$ cat src/rtl/pipe_stage_reg.sv
// pipe_stage_reg: reusable inter-stage pipeline register with valid/ready
// handshake, flush, bubble control zeroing and a saturating stall counter.
//
// Build option:
//   PIPE_SKID_EN defined   -> two-entry (main + skid) buffer; in_ready is a
//                             registered signal (!s_valid), so there is no
//                             combinational out_ready -> in_ready path.
//   PIPE_SKID_EN undefined -> single main entry; in_ready = !m_valid || out_ready.
//
// The main entry always drives the outputs. Control is masked to zero while
// the stage is empty so a bubble can never trigger a write downstream. Data is
// left untouched on flush/drain to avoid needless toggling of wide buses.
module pipe_stage_reg #(
  parameter int DATA_W = 32,
  parameter int CTRL_W = 11,
  parameter int CNT_W  = 16
) (
  input  logic              clk,
  input  logic              rst,
  input  logic              flush,
  input  logic              in_valid,
  output logic              in_ready,
  input  logic [CTRL_W-1:0] in_ctrl,
  input  logic [DATA_W-1:0] in_data,
  output logic              out_valid,
  input  logic              out_ready,
  output logic [CTRL_W-1:0] out_ctrl,
  output logic [DATA_W-1:0] out_data,
  output logic [CNT_W-1:0]  stall_cnt
);

  // Occupancy states. ST_SKID is only reachable when the skid entry exists.
  typedef enum logic [1:0] {
    ST_EMPTY = 2'b00,
    ST_FULL  = 2'b01,
    ST_SKID  = 2'b10
  } state_e;

  localparam logic [CNT_W-1:0] CNT_MAX = {CNT_W{1'b1}};

  state_e              state_q, state_d;

  // Main entry: the one presented on the outputs.
  logic                m_valid_q, m_valid_d;
  logic [CTRL_W-1:0]   m_ctrl_q,  m_ctrl_d;
  logic [DATA_W-1:0]   m_data_q,  m_data_d;

`ifdef PIPE_SKID_EN
  // Skid entry: catches the one extra beat accepted while downstream stalls.
  logic                s_valid_q, s_valid_d;
  logic [CTRL_W-1:0]   s_ctrl_q,  s_ctrl_d;
  logic [DATA_W-1:0]   s_data_q,  s_data_d;
`endif

  logic [CNT_W-1:0]    stall_cnt_q, stall_cnt_d;

  // ---------------------------------------------------------------------------
  // Output and handshake wiring (all sourced from flops, except the
  // single-entry in_ready which must look at out_ready to sustain 1/cycle).
  // ---------------------------------------------------------------------------
  assign out_valid = m_valid_q;
  assign out_ctrl  = m_valid_q ? m_ctrl_q : {CTRL_W{1'b0}};
  assign out_data  = m_data_q;
  assign stall_cnt = stall_cnt_q;

`ifdef PIPE_SKID_EN
  assign in_ready  = ~s_valid_q;
`else
  assign in_ready  = ~m_valid_q | out_ready;
`endif

  // Next-state, entry-load and flush logic of the occupancy state machine.
  always_comb begin
    state_d   = state_q;
    m_valid_d = m_valid_q;
    m_ctrl_d  = m_ctrl_q;
    m_data_d  = m_data_q;
`ifdef PIPE_SKID_EN
    s_valid_d = s_valid_q;
    s_ctrl_d  = s_ctrl_q;
    s_data_d  = s_data_q;
`endif

    if (flush) begin
      // Kill everything held and drop any same-cycle input; data is kept.
      state_d   = ST_EMPTY;
      m_valid_d = 1'b0;
`ifdef PIPE_SKID_EN
      s_valid_d = 1'b0;
`endif
    end else begin
      case (state_q)
        ST_EMPTY: begin
          // in_ready is 1 here in both builds.
          if (in_valid) begin
            state_d   = ST_FULL;
            m_valid_d = 1'b1;
            m_ctrl_d  = in_ctrl;
            m_data_d  = in_data;
          end else begin
            state_d   = ST_EMPTY;
          end
        end

        ST_FULL: begin
          if (out_ready && in_valid) begin
            // Concurrent consume and accept: replace main, no bubble.
            state_d   = ST_FULL;
            m_ctrl_d  = in_ctrl;
            m_data_d  = in_data;
          end else if (out_ready) begin
            state_d   = ST_EMPTY;
            m_valid_d = 1'b0;
`ifdef PIPE_SKID_EN
          end else if (in_valid) begin
            // Downstream stalled but we still advertised ready: park in skid.
            state_d   = ST_SKID;
            s_valid_d = 1'b1;
            s_ctrl_d  = in_ctrl;
            s_data_d  = in_data;
`endif
          end else begin
            state_d   = ST_FULL;
          end
        end

`ifdef PIPE_SKID_EN
        ST_SKID: begin
          // in_ready is 0, so only the skid-to-main move can happen.
          if (out_ready) begin
            state_d   = ST_FULL;
            m_ctrl_d  = s_ctrl_q;
            m_data_d  = s_data_q;
            s_valid_d = 1'b0;
          end else begin
            state_d   = ST_SKID;
          end
        end
`endif

        default: begin
          // Illegal encoding: recover to a clean empty stage.
          state_d   = ST_EMPTY;
          m_valid_d = 1'b0;
`ifdef PIPE_SKID_EN
          s_valid_d = 1'b0;
`endif
        end
      endcase
    end
  end

  // Saturating count of cycles in which a valid entry is held back.
  always_comb begin
    stall_cnt_d = stall_cnt_q;
    if (m_valid_q && !out_ready && (stall_cnt_q != CNT_MAX)) begin
      stall_cnt_d = stall_cnt_q + CNT_W'(1);
    end else begin
      stall_cnt_d = stall_cnt_q;
    end
  end

  // State and entry registers with synchronous active-low reset.
  always_ff @(posedge clk) begin
    if (!rst) begin
      state_q     <= ST_EMPTY;
      m_valid_q   <= 1'b0;
      m_ctrl_q    <= {CTRL_W{1'b0}};
      m_data_q    <= {DATA_W{1'b0}};
`ifdef PIPE_SKID_EN
      s_valid_q   <= 1'b0;
      s_ctrl_q    <= {CTRL_W{1'b0}};
      s_data_q    <= {DATA_W{1'b0}};
`endif
      stall_cnt_q <= {CNT_W{1'b0}};
    end else begin
      state_q     <= state_d;
      m_valid_q   <= m_valid_d;
      m_ctrl_q    <= m_ctrl_d;
      m_data_q    <= m_data_d;
`ifdef PIPE_SKID_EN
      s_valid_q   <= s_valid_d;
      s_ctrl_q    <= s_ctrl_d;
      s_data_q    <= s_data_d;
`endif
      stall_cnt_q <= stall_cnt_d;
    end
  end

endmodule

$ cat config.mk
export PLATFORM = sky130hd
export DESIGN_NAME = pipe_stage_reg
export DESIGN_NICKNAME = d
export VERILOG_FILES = /design/src/rtl/pipe_stage_reg.sv
export SDC_FILE = /design/constraint.sdc
export NUM_CORES = 1
export LEC_CHECK = 0
export CAP_MARGIN = 25
export CORE_MARGIN = 1
export CORE_UTILIZATION = 38
export CTS_CLUSTER_SIZE = 20
export DETAILED_ROUTE_END_ITERATION = 10
export PLACE_DENSITY_LB_ADDON = 0.3
export SLEW_MARGIN = 20
export SYNTH_ARGS = -nofsm -noshare
export SYNTH_HDL_FRONTEND = slang
export SYNTH_SLANG_ARGS = --single-unit
$ cat constraint.sdc
create_clock -name clk -period 1.43 [get_ports clk]
set_input_delay 0.143 -clock clk [delete_from_list [all_inputs] [get_ports clk]]
set_output_delay 0.143 -clock clk [all_outputs]
set_load 0.02 [all_outputs]
==> flow_summary.yaml <==
yosys:
  synth_commonest_cells: "nand2_1 (89), dfxtp_1 (61), a21oi_1 (55)"
  ys_ff_latch: 61
  synth_nets: 355
  synth_top_area_cell: "dfxtp_1"
  netlist.area_leader.share: 0.4887
  synth-edff-count: 0
  async_flop_share: 0
  synthesis.area_um2: 2499
  synth_cell_type_count: 40
  synth_area_leaders: "dfxtp_1 (49%), nand2_1 (13%), a21oi_1 (11%)"
  synth-warning-count: 0
  syn_area_per_cell_um2: 8.166
  yosysMostFrequentCell: "nand2_1"
  synth-main-ff-cell: "dfxtp_1"
  seq_area_frac_synth: 0.4887
  syn_inst: 306
die:
  die-area_um2: 6904
  die_h_um: 83.09
  initial_core_util: 0.3935
  io_pins: 109
  core_area_um2: 6350
  row_count: 29
  fp.dieW_um: 83.09
drt:
  drtAntennaViolNets: 0
  via_per_inst: 5.038
  drt_pre_antenna_iters: 4
  avgRoutedWirePerCell_um: 14.20
  drc: 0
  vias: 2680
  drt_iter0_drc: 108
  routed_wirelength_um: 7552
grt:
  grt_max_degree: 44
  grt_pass1_vias: 2623
  grt_remaining_overflow: 0
  grt_pass1_wl_um: 12070
  grt_usage: 0.2167
  antenna_found_initial: 0
setup_path:
  cp-end-kind: "register"
  crit_family: "simple AND/OR/NAND/NOR gates"
  crit_arrival_ns: 1.81
  cp_slowest_cell: "or4_4"
  critPathMaxFanout: 5
  start_kind: "register"
  worstSetupPathType: "register to register"
  required_ns: 1.69
  path_cells: "buf_4 > and4_4 > nand4_4 > or4_4 > a21oi_2"
  worst-path-buf-inv: 1
  max_stage_delay_ns: 0.51
final_layout:
  syn2layout_area_growth_pct: 74.96
  final_core_util: 0.6885
  drive_above_1_share: 0.2637
  fin_nets: 499
  finalNonFillerCells: 532
  antennaDiodeCount: 0
clock_network:
  cts_sinks: 61
  clk_pin_slew_ns: 0.07
  cts-root-buf: "clkbuf_8"
  cts_max_path_buffers: 2
  cts_buffers: 9
  cts_hold_buf: 0
  insertion_delay_ns: 0.33
  cts_tree: "done"
  cts_max_level: 3
sta:
  relSlewSlack: 0.7160
  finalCriticalPeriod_ns: 1.552
  finalSetupViolations: 14
  rsz0062_at_grt: "yes"
  period_share: 1.085
  setup_ws_ns: -0.1217
  setup_tns_ns: -0.8473
  finClkSkew_ns: 0.009647
  drv_slew: 0
  finalHoldViolations: 0
  clock.fmax_mhz: 644.5
  worstMarginPinSlew_ns: 0.4256
status:
  status: "finished, violations left"
  violations: "setup timing"
power_and_ir_drop:
  ir_drop_mv: 0.7937
  power_per_cell_area_nw_per_um2: 898.8
  leakage_nw: 2.158
  total_power_mw: 3.929
place:
  place_congestion: 0.8524
  port_buffers: 108
  dp_hpwl_um: 5110
  placed_cells: 512
job:
  max_cap_violations: 0
worst_hold_path:
  hold_path_class: "input pin to register"
final timing paths:
check                            startpoint                   endpoint  slack [ns]  cells after the start
setup / recovery  stall_cnt[1]$_SDFFE_PN0P_  stall_cnt[9]$_SDFFE_PN0P_       -0.12                      5
hold / removal                   in_ctrl[1]   m_ctrl_q[1]$_SDFFE_PN0P_        0.36                      3
setup reg to reg  stall_cnt[1]$_SDFFE_PN0P_  stall_cnt[9]$_SDFFE_PN0P_       -0.12                      5
hold reg to reg   m_ctrl_q[10]$_SDFFE_PN0P_  m_ctrl_q[10]$_SDFFE_PN0P_        0.45                      2
worst reg2reg max path, stage by stage (launching register included):
cell	delay [ns]
dfxtp_4	0.35
buf_4	0.12
and4_4	0.25
nand4_4	0.12
or4_4	0.51
a21oi_2	0.14
routing by layer:
metal	global-route usage	vias to the layer above	wire length (um)
li1	-	1334	-
met1	0.2472	1248	3135
met2	0.3800	94	3820
met3	0.08052	4	548
met4	0.05643	0	48
met5	0	-	0
what timing repair did:
action / 4_1_cts / 5_1_grt
gates resized for setup: 57 / 58
setup buffers: 3 / 2
endpoints found under the setup margin: 46 / 48
gates cloned: 1 / 0
pin swaps: 8 / 16
power breakdown:
group | total (mW) | leakage [nW] | switching (mW) | internal (mW)
logic | 0.490 | 1.54 | 0.230 | 0.259
clock network | 1.66 | 0.115 | 0.660 | 1.00
registers | 1.78 | 0.507 | 0.0282 | 1.75
flip-flops by register name (all words and copies together) (netlist names):
register,flops
out_data,32
stall_cnt,16
m_ctrl_q,11
out_valid,1
state_q,1
layout make-up:
class | instances | area, um^2
multi-input cells | 221 | 1306
repair buffers | 152 | 1470
clock inverters | 3 | 40.04
flip-flops and latches | 61 | 1257
well taps | 77 | 96.34
fillers | 535 | 1978
inverters | 5 | 21.27
clock buffers | 13 | 180.2
cell usage in the layout, fill, tap and decap left out, types with 11 or more instances in the layout:
| master | netlist | routed |
|---|---|---|
| clkdlybuf4s50_1 | 0 | 49 |
| a21oi_1 | 55 | 49 |
| clkbuf_8 | 0 | 11 |
| dlygate4sd2_1 | 0 | 24 |
| dfxtp_2 | 0 | 11 |
| nand2_1 | 89 | 89 |
| buf_4 | 0 | 35 |
| and2_1 | 13 | 13 |
| dlymetal6s2s_1 | 0 | 23 |
| dfxtp_1 | 61 | 44 |
per-stage QoR:
stage                     setup WS, ns  area (um^2)  hold slack [ns]
after floorplan               -0.06535         2565           0.2496
after global placement         -0.3178         4000           0.4368
after detailed placement       -0.3519         4000           0.4441
after CTS                      -0.1123         4249           0.3523
after global routing           -0.2045         4372           0.3586
final                          -0.1217         4372           0.3610
logic make-up after synthesis:
family	count (synthesis)	synth area share
flops	61	0.4887
buf+inv	24	0.04707
xor+xnor	1	0.003506
compound gates	74	0.1637
simple gates	145	0.2919
fa+ha+maj	1	0.005007
Power figures use the tool's default switching activity.
